<file path="src/rtl/int_to_ieee754_if.sv">
// int_to_ieee754_if: valid/ready handshake bundle for the integer-to-float converter.
//   WIDTH      input integer width in bits
//   in_valid   source has in_data
//   in_ready   converter can accept a new integer
//   in_data    two's-complement signed integer
//   out_valid  out_data holds a finished result
//   out_ready  consumer takes out_data
//   out_data   IEEE 754 single-precision result
// modport slave is the converter's view; modport master is the source/consumer view.
interface int_to_ieee754_if #(
  parameter int unsigned WIDTH = 32
);
  logic             in_valid;
  logic             in_ready;
  logic [WIDTH-1:0] in_data;
  logic             out_valid;
  logic             out_ready;
  logic [31:0]      out_data;

  modport slave (
    input  in_valid, in_data, out_ready,
    output in_ready, out_valid, out_data
  );

  modport master (
    output in_valid, in_data, out_ready,
    input  in_ready, out_valid, out_data
  );
endinterface

</file>
<file path="src/rtl/int_to_ieee754.sv">
// int_to_ieee754: multi-cycle signed integer to IEEE 754 single converter,
// round-to-nearest-even, one conversion in flight.
//   clk    rising-edge clock
//   rst_n  synchronous active-low reset
//   bus    int_to_ieee754_if.slave (in_valid/in_ready/in_data, out_valid/out_ready/out_data)
// Build option: INT_TO_IEEE754_FAST_NORM_EN selects single-cycle normalization
// (leading-zero count + barrel shift) instead of one shift per cycle. Results
// are identical; only latency differs.
module int_to_ieee754 #(
  parameter int unsigned WIDTH = 32
) (
  input  logic              clk,
  input  logic              rst_n,
  int_to_ieee754_if.slave   bus
);

  localparam int unsigned PAD      = 32 - WIDTH;
  localparam int unsigned EXP_INIT = 127 + WIDTH - 1;

  typedef enum logic [1:0] {
    IDLE  = 2'd0,
    NORM  = 2'd1,
    ROUND = 2'd2,
    DONE  = 2'd3
  } state_t;

  state_t           state;
  state_t           next_state;
  logic             sign;
  logic [WIDTH-1:0] mag;
  logic [7:0]       exp;

  logic             accept;
  logic [WIDTH-1:0] in_mag;
  logic [30:0]      aligned;
  logic [22:0]      frac_raw;
  logic             guard;
  logic             sticky;
  logic             round_up;
  logic [23:0]      frac_sum;

  assign accept = bus.in_valid && bus.in_ready;
  // Two's-complement negation; the most negative input maps to 2^(WIDTH-1), still representable unsigned.
  assign in_mag = bus.in_data[WIDTH-1] ? (WIDTH'(0) - bus.in_data) : bus.in_data;

`ifdef INT_TO_IEEE754_FAST_NORM_EN
  logic [5:0] lz;

  // Leading zeros of the magnitude; only consumed when the magnitude is nonzero.
  function automatic logic [5:0] lzc(input logic [WIDTH-1:0] v);
    logic [5:0] n;
    n = 6'(WIDTH);
    for (int i = 0; i < int'(WIDTH); i++) begin
      if (v[i]) n = 6'(int'(WIDTH) - 1 - i);
    end
    return n;
  endfunction

  assign lz = lzc(mag);
`endif

  // Fraction bits below the hidden one, left-aligned so bit 7 is guard and [6:0] is sticky.
  always_comb begin
    aligned  = 31'(mag[WIDTH-2:0]) << PAD;
    frac_raw = aligned[30:8];
    guard    = aligned[7];
    sticky   = |aligned[6:0];
    round_up = guard && (sticky || frac_raw[0]);
    frac_sum = {1'b0, frac_raw} + 24'(round_up);
  end

  // State register.
  always_ff @(posedge clk) begin
    if (!rst_n) state <= IDLE;
    else        state <= next_state;
  end

  // Next-state logic.
  always_comb begin
    next_state = state;
    case (state)
      IDLE:  if (accept) next_state = (in_mag == '0) ? DONE : NORM;
`ifdef INT_TO_IEEE754_FAST_NORM_EN
      NORM:  next_state = ROUND;
`else
      NORM:  if (mag[WIDTH-1]) next_state = ROUND;
`endif
      ROUND: next_state = DONE;
      DONE:  if (bus.out_ready) next_state = IDLE;
      default: next_state = IDLE;
    endcase
  end

  // Handshake outputs; both are held low while reset is asserted.
  always_comb begin
    bus.in_ready  = 1'b0;
    bus.out_valid = 1'b0;
    if (rst_n) begin
      bus.in_ready  = (state == IDLE);
      bus.out_valid = (state == DONE);
    end
  end

  // Datapath: capture, normalize, round.
  always_ff @(posedge clk) begin
    if (!rst_n) begin
      sign         <= 1'b0;
      mag          <= '0;
      exp          <= '0;
      bus.out_data <= '0;
    end else begin
      case (state)
        IDLE: begin
          if (accept) begin
            sign <= bus.in_data[WIDTH-1];
            mag  <= in_mag;
            exp  <= 8'(EXP_INIT);
            if (in_mag == '0) bus.out_data <= '0;
          end
        end
        NORM: begin
`ifdef INT_TO_IEEE754_FAST_NORM_EN
          mag <= mag << lz;
          exp <= exp - 8'(lz);
`else
          if (!mag[WIDTH-1]) begin
            mag <= mag << 1;
            exp <= exp - 8'd1;
          end
`endif
        end
        // A carry out of the fraction leaves frac_sum[22:0] zero and bumps the exponent.
        ROUND: bus.out_data <= {sign, exp + 8'(frac_sum[23]), frac_sum[22:0]};
        default: ;
      endcase
    end
  end

endmodule

</file>
<file path="src/flat_wrapper.sv">
// flat-port wrapper written by rule: the top's interface ports become plain ports
module int_to_ieee754_flat 
#(
  parameter int unsigned WIDTH = 32
)
  (clk, rst_n, bus_in_valid, bus_in_data, bus_out_ready, bus_in_ready, bus_out_valid, bus_out_data);
  int_to_ieee754_if #(.WIDTH(WIDTH)) bus_i ();
  input  logic clk;
  input  logic rst_n;
  input wire logic [$bits(bus_i.in_valid)-1:0] bus_in_valid;
  input wire logic [$bits(bus_i.in_data)-1:0] bus_in_data;
  input wire logic [$bits(bus_i.out_ready)-1:0] bus_out_ready;
  output wire logic [$bits(bus_i.in_ready)-1:0] bus_in_ready;
  output wire logic [$bits(bus_i.out_valid)-1:0] bus_out_valid;
  output wire logic [$bits(bus_i.out_data)-1:0] bus_out_data;
  assign bus_i.in_valid = bus_in_valid;
  assign bus_i.in_data = bus_in_data;
  assign bus_i.out_ready = bus_out_ready;
  assign bus_in_ready = bus_i.in_ready;
  assign bus_out_valid = bus_i.out_valid;
  assign bus_out_data = bus_i.out_data;
  int_to_ieee754 #(.WIDTH(WIDTH)) u_core (.clk(clk), .rst_n(rst_n), .bus(bus_i));
endmodule
</file>
<file path="config.mk">
export PLATFORM = sky130hd
export DESIGN_NAME = int_to_ieee754_flat
export DESIGN_NICKNAME = d
export VERILOG_FILES = /design/src/rtl/int_to_ieee754_if.sv /design/src/rtl/int_to_ieee754.sv /design/src/flat_wrapper.sv
export SDC_FILE = /design/constraint.sdc
export NUM_CORES = 1
export LEC_CHECK = 0
export CAP_MARGIN = 15
export CELL_PAD_IN_SITES_DETAIL_PLACEMENT = 1
export CELL_PAD_IN_SITES_GLOBAL_PLACEMENT = 2
export CORE_UTILIZATION = 33
export CTS_BUF_LIST = sky130_fd_sc_hd__clkbuf_4 sky130_fd_sc_hd__clkbuf_8
export DETAILED_ROUTE_END_ITERATION = 10
export PLACE_DENSITY = 0.79
export SKIP_CTS_REPAIR_TIMING = 1
export SYNTH_ARGS = -nofsm -noshare
export SYNTH_HDL_FRONTEND = slang
export SYNTH_SLANG_ARGS = --single-unit
</file>
<file path="constraint.sdc">
create_clock -name clk -period 4.8 [get_ports clk]
set_input_delay 0.72 -clock clk [delete_from_list [all_inputs] [get_ports clk]]
set_output_delay 0.72 -clock clk [all_outputs]
set_load 0.1 [all_outputs]
</file>
==> results.md <==
- Area Overhead vs Synth: 20.1%
- Final instance area: 6230 µm²
- Worst slew pin tran: 0.983 ns
- Max Slew Vio Count: 0
- Clock transition at path regs: 0.08 ns
- Post-Syn Area: 5190 µm²
- Tmin final: 4.01 ns
- Max FO, Critical Path: 32
- Number of synthesized flops with an enable pin: 0
- RSZ-0062 raised after global routing: no
- Status: completed
- Via count: 5004
- Die Height: 127 µm
- Clock sink total: 75
- Setup Viol. Count Final: 0
- Final wirelength: 15.7 mm
- Initial antenna violation count: 0
- Clock latency on the worst-skew pair: 0.37 ns
- Maximum VDD drop: 0.000172 V
- Arr. time, crit path: 4.26 ns
- R2r setup slk: 1.82 ns
- Placed cells: 922
- Die area: 16200 µm²
- H-tree Lvls: 3
- Fmax: 250 MHz
- Initial drt markers: 139
- Most frequent cell after synthesis: nand2_1
- CP Class: input pin to flip-flop
- Power per cell area: 380 nW/µm²
- Syn Nets: 734
- Largest net degree at the start of global routing: 62
- Fin crit share: 83.5%
- Asr flop ratio synth: 0%
- HP Class: flip-flop to flip-flop
- Num CTS Buffers: 9
- Post-synth top cells: nand2_1 (115), dfxtp_1 (75), clkbuf_1 (49)
- Vias in the first global route: 4872
- Startpoint Class: input pin
- Area after DPL: 6010 µm²
- TritonCTS clock tree: yes
- Final Skew: 0.0152 ns
- Synth Area per Inst: 7.53 µm²
- Relative slew slack: 34.3%
- Register area: 1500 µm²
- DRT antenna net count: 0
- Pre-antenna DRT Iters: 4
- Max_cap viols: 0
- DRC viols: 0
- GRT Overall Usage: 20.1%
- Nets: 767
- Die width: 127 µm
- Hold endpoint: u_core.bus.out_data[18]$_SDFFE_PN0P_
- Placer Congestion: 0.889
- Synth warn: 0
- FF-to-FF path depth: 10
- Clock Path Buffers: 2
- Synth top area share: 28.9%
- Core area: 15300 µm²
- Critical path data required time: 5.05 ns
- Area of the multi-input gates: 3340 µm²
- Main synth FF type: dfxtp_1
- Sequential area share after synthesis: 28.9%
- Routed WL per cell: 16.8 µm
- Fill count: 1885
- Wire length of the first global-routing pass: 26.0 mm
- DR vias/cell: 5.33
- Hold path cells: 2
- Final Non-Filler Cells: 938
- # port buffers: 69
- FF-to-FF End: u_core.exp[7]$_SDFFE_PN0P_
- Diode count: 0
- CTS root buf: clkbuf_8
- Worst hold start: u_core.bus.out_data[18]$_SDFFE_PN0P_
- Ports: 70
- Top post-synthesis cells by area: dfxtp_1 (29%), nand2_1 (8.3%), xnor2_1 (7.4%)
- Initial Utilization: 34.0%
- FP Rows: 45
- Layout cell share with drive strength beyond 1: 6.33%
- Final setup TNS: 0 ns
- Worst R2R Start: u_core.state[1]$_SDFFE_PN0P_
- CP Capture Type: flip-flop
- Pleak: 2.19 nW
- Tot Pwr: 2.37 mW
- Final hold viol count: 0
- DP HPWL: 11.8 mm
- Netlist cell types: 59
- Leading area contributor after synthesis: dfxtp_1
- Yosys reg bits: 75
- Total congestion overflow: 0
- Cells after synthesis: 689
## state kept, by name, summed over array words and instances, names as in the netlist
register / cells
u_core.bus.out_data: 32
u_core.mag: 32
u_core.sign: 1
u_core.exp: 8
u_core.state: 2
## cells by family after synthesis
group           share of synthesized area (%)
fa+ha+maj                                2.17
xor+xnor                                 10.6
flops                                    28.9
mux                                      6.80
buf+inv                                  6.73
compound gates                           17.3
simple gates                             27.4
## worst max-delay path: stages
cell and delay, ns:
clkdlybuf4s50_1 0.47, inv_1 0.09, ha_1 0.24, or3b_1 0.47, or4_1 0.64, o41ai_1 0.43
xor2_1 0.26, o211ai_1 0.17, a2111oi_4 0.26, a22oi_2 0.12, buf_12 0.21, mux2i_1 0.15
## placed cells by master, fill, tap and decap left out, types with 10 or more instances in the layout
cell type        synthesis  routed
xnor2_1                 44      44
inv_1                   26      26
mux2i_1                 33      33
o211ai_1                20      20
dfxtp_1                 75      75
nor2_1                  38      38
xor2_1                  19      19
o21ai_0                 38      38
nand3_1                 42      42
clkdlybuf4s50_1          0      67
nand2_1                115     115
a21oi_1                 29      28
nand4_1                 12      12
nor3_1                  16      16
nor4_1                  16      16
buf_4                    0      10
## through the flow
stage          hold WS (ns)  utilization (%)  worst slack, ns
2_1_floorplan         0.440                -             1.20
6_report              0.464             40.8            0.793
3_3_place_gp          0.446             39.4            0.563
3_5_place_dp          0.452             39.4            0.374
4_1_cts               0.463             40.8            0.765
5_1_grt               0.483             40.8            0.540
## power breakdown
part | switching, mW | leakage, nW | total [mW] | internal [mW]
Sequential | 0.172 | 0.609 | 0.916 | 0.745
Clock | 0.260 | 0.106 | 0.560 | 0.300
Combinational | 0.554 | 1.47 | 0.892 | 0.338
Total | 0.986 | 2.19 | 2.37 | 1.38
## worst max path at each step
stage / startpoint / to / slack, ns / depth (start not counted)
2_1_floorplan: bus_in_data[0] / u_core.bus.out_data[0]$_SDFFE_PN0P_ / 1.20 / 12
6_report: bus_in_data[0] / u_core.bus.out_data[27]$_SDFFE_PN0P_ / 0.79 / 12
3_5_place_dp: bus_in_data[0] / u_core.bus.out_data[27]$_SDFFE_PN0P_ / 0.37 / 12
3_3_place_gp: bus_in_data[3] / u_core.bus.out_data[7]$_SDFFE_PN0P_ / 0.56 / 10
4_1_cts: bus_in_data[0] / u_core.bus.out_data[17]$_SDFFE_PN0P_ / 0.76 / 12
5_1_grt: bus_in_data[0] / u_core.bus.out_data[17]$_SDFFE_PN0P_ / 0.54 / 12
## final cells by class
type                    count  area share, %
clock buffers              10           2.11
clock inverters             6           1.43
inverters                  26           1.57
multi-input cells         530           53.6
flip-flops and latches     75           24.1
well taps                 211           4.24
repair buffers             80           12.9
## per-layer routing
| metal | part of all wire (%) | vias to the layer above | global-route usage [%] |
|---|---|---|---|
| met1 | 52 | 2396 | 28.5 |
| met3 | 3.1 | 12 | 3.31 |
| met2 | 44 | 97 | 31.7 |
| li1 | - | 2499 | - |
| met5 | 0 | - | 0 |
| met4 | 1.2 | 0 | 4.90 |
Power figures use the tool's default switching activity.
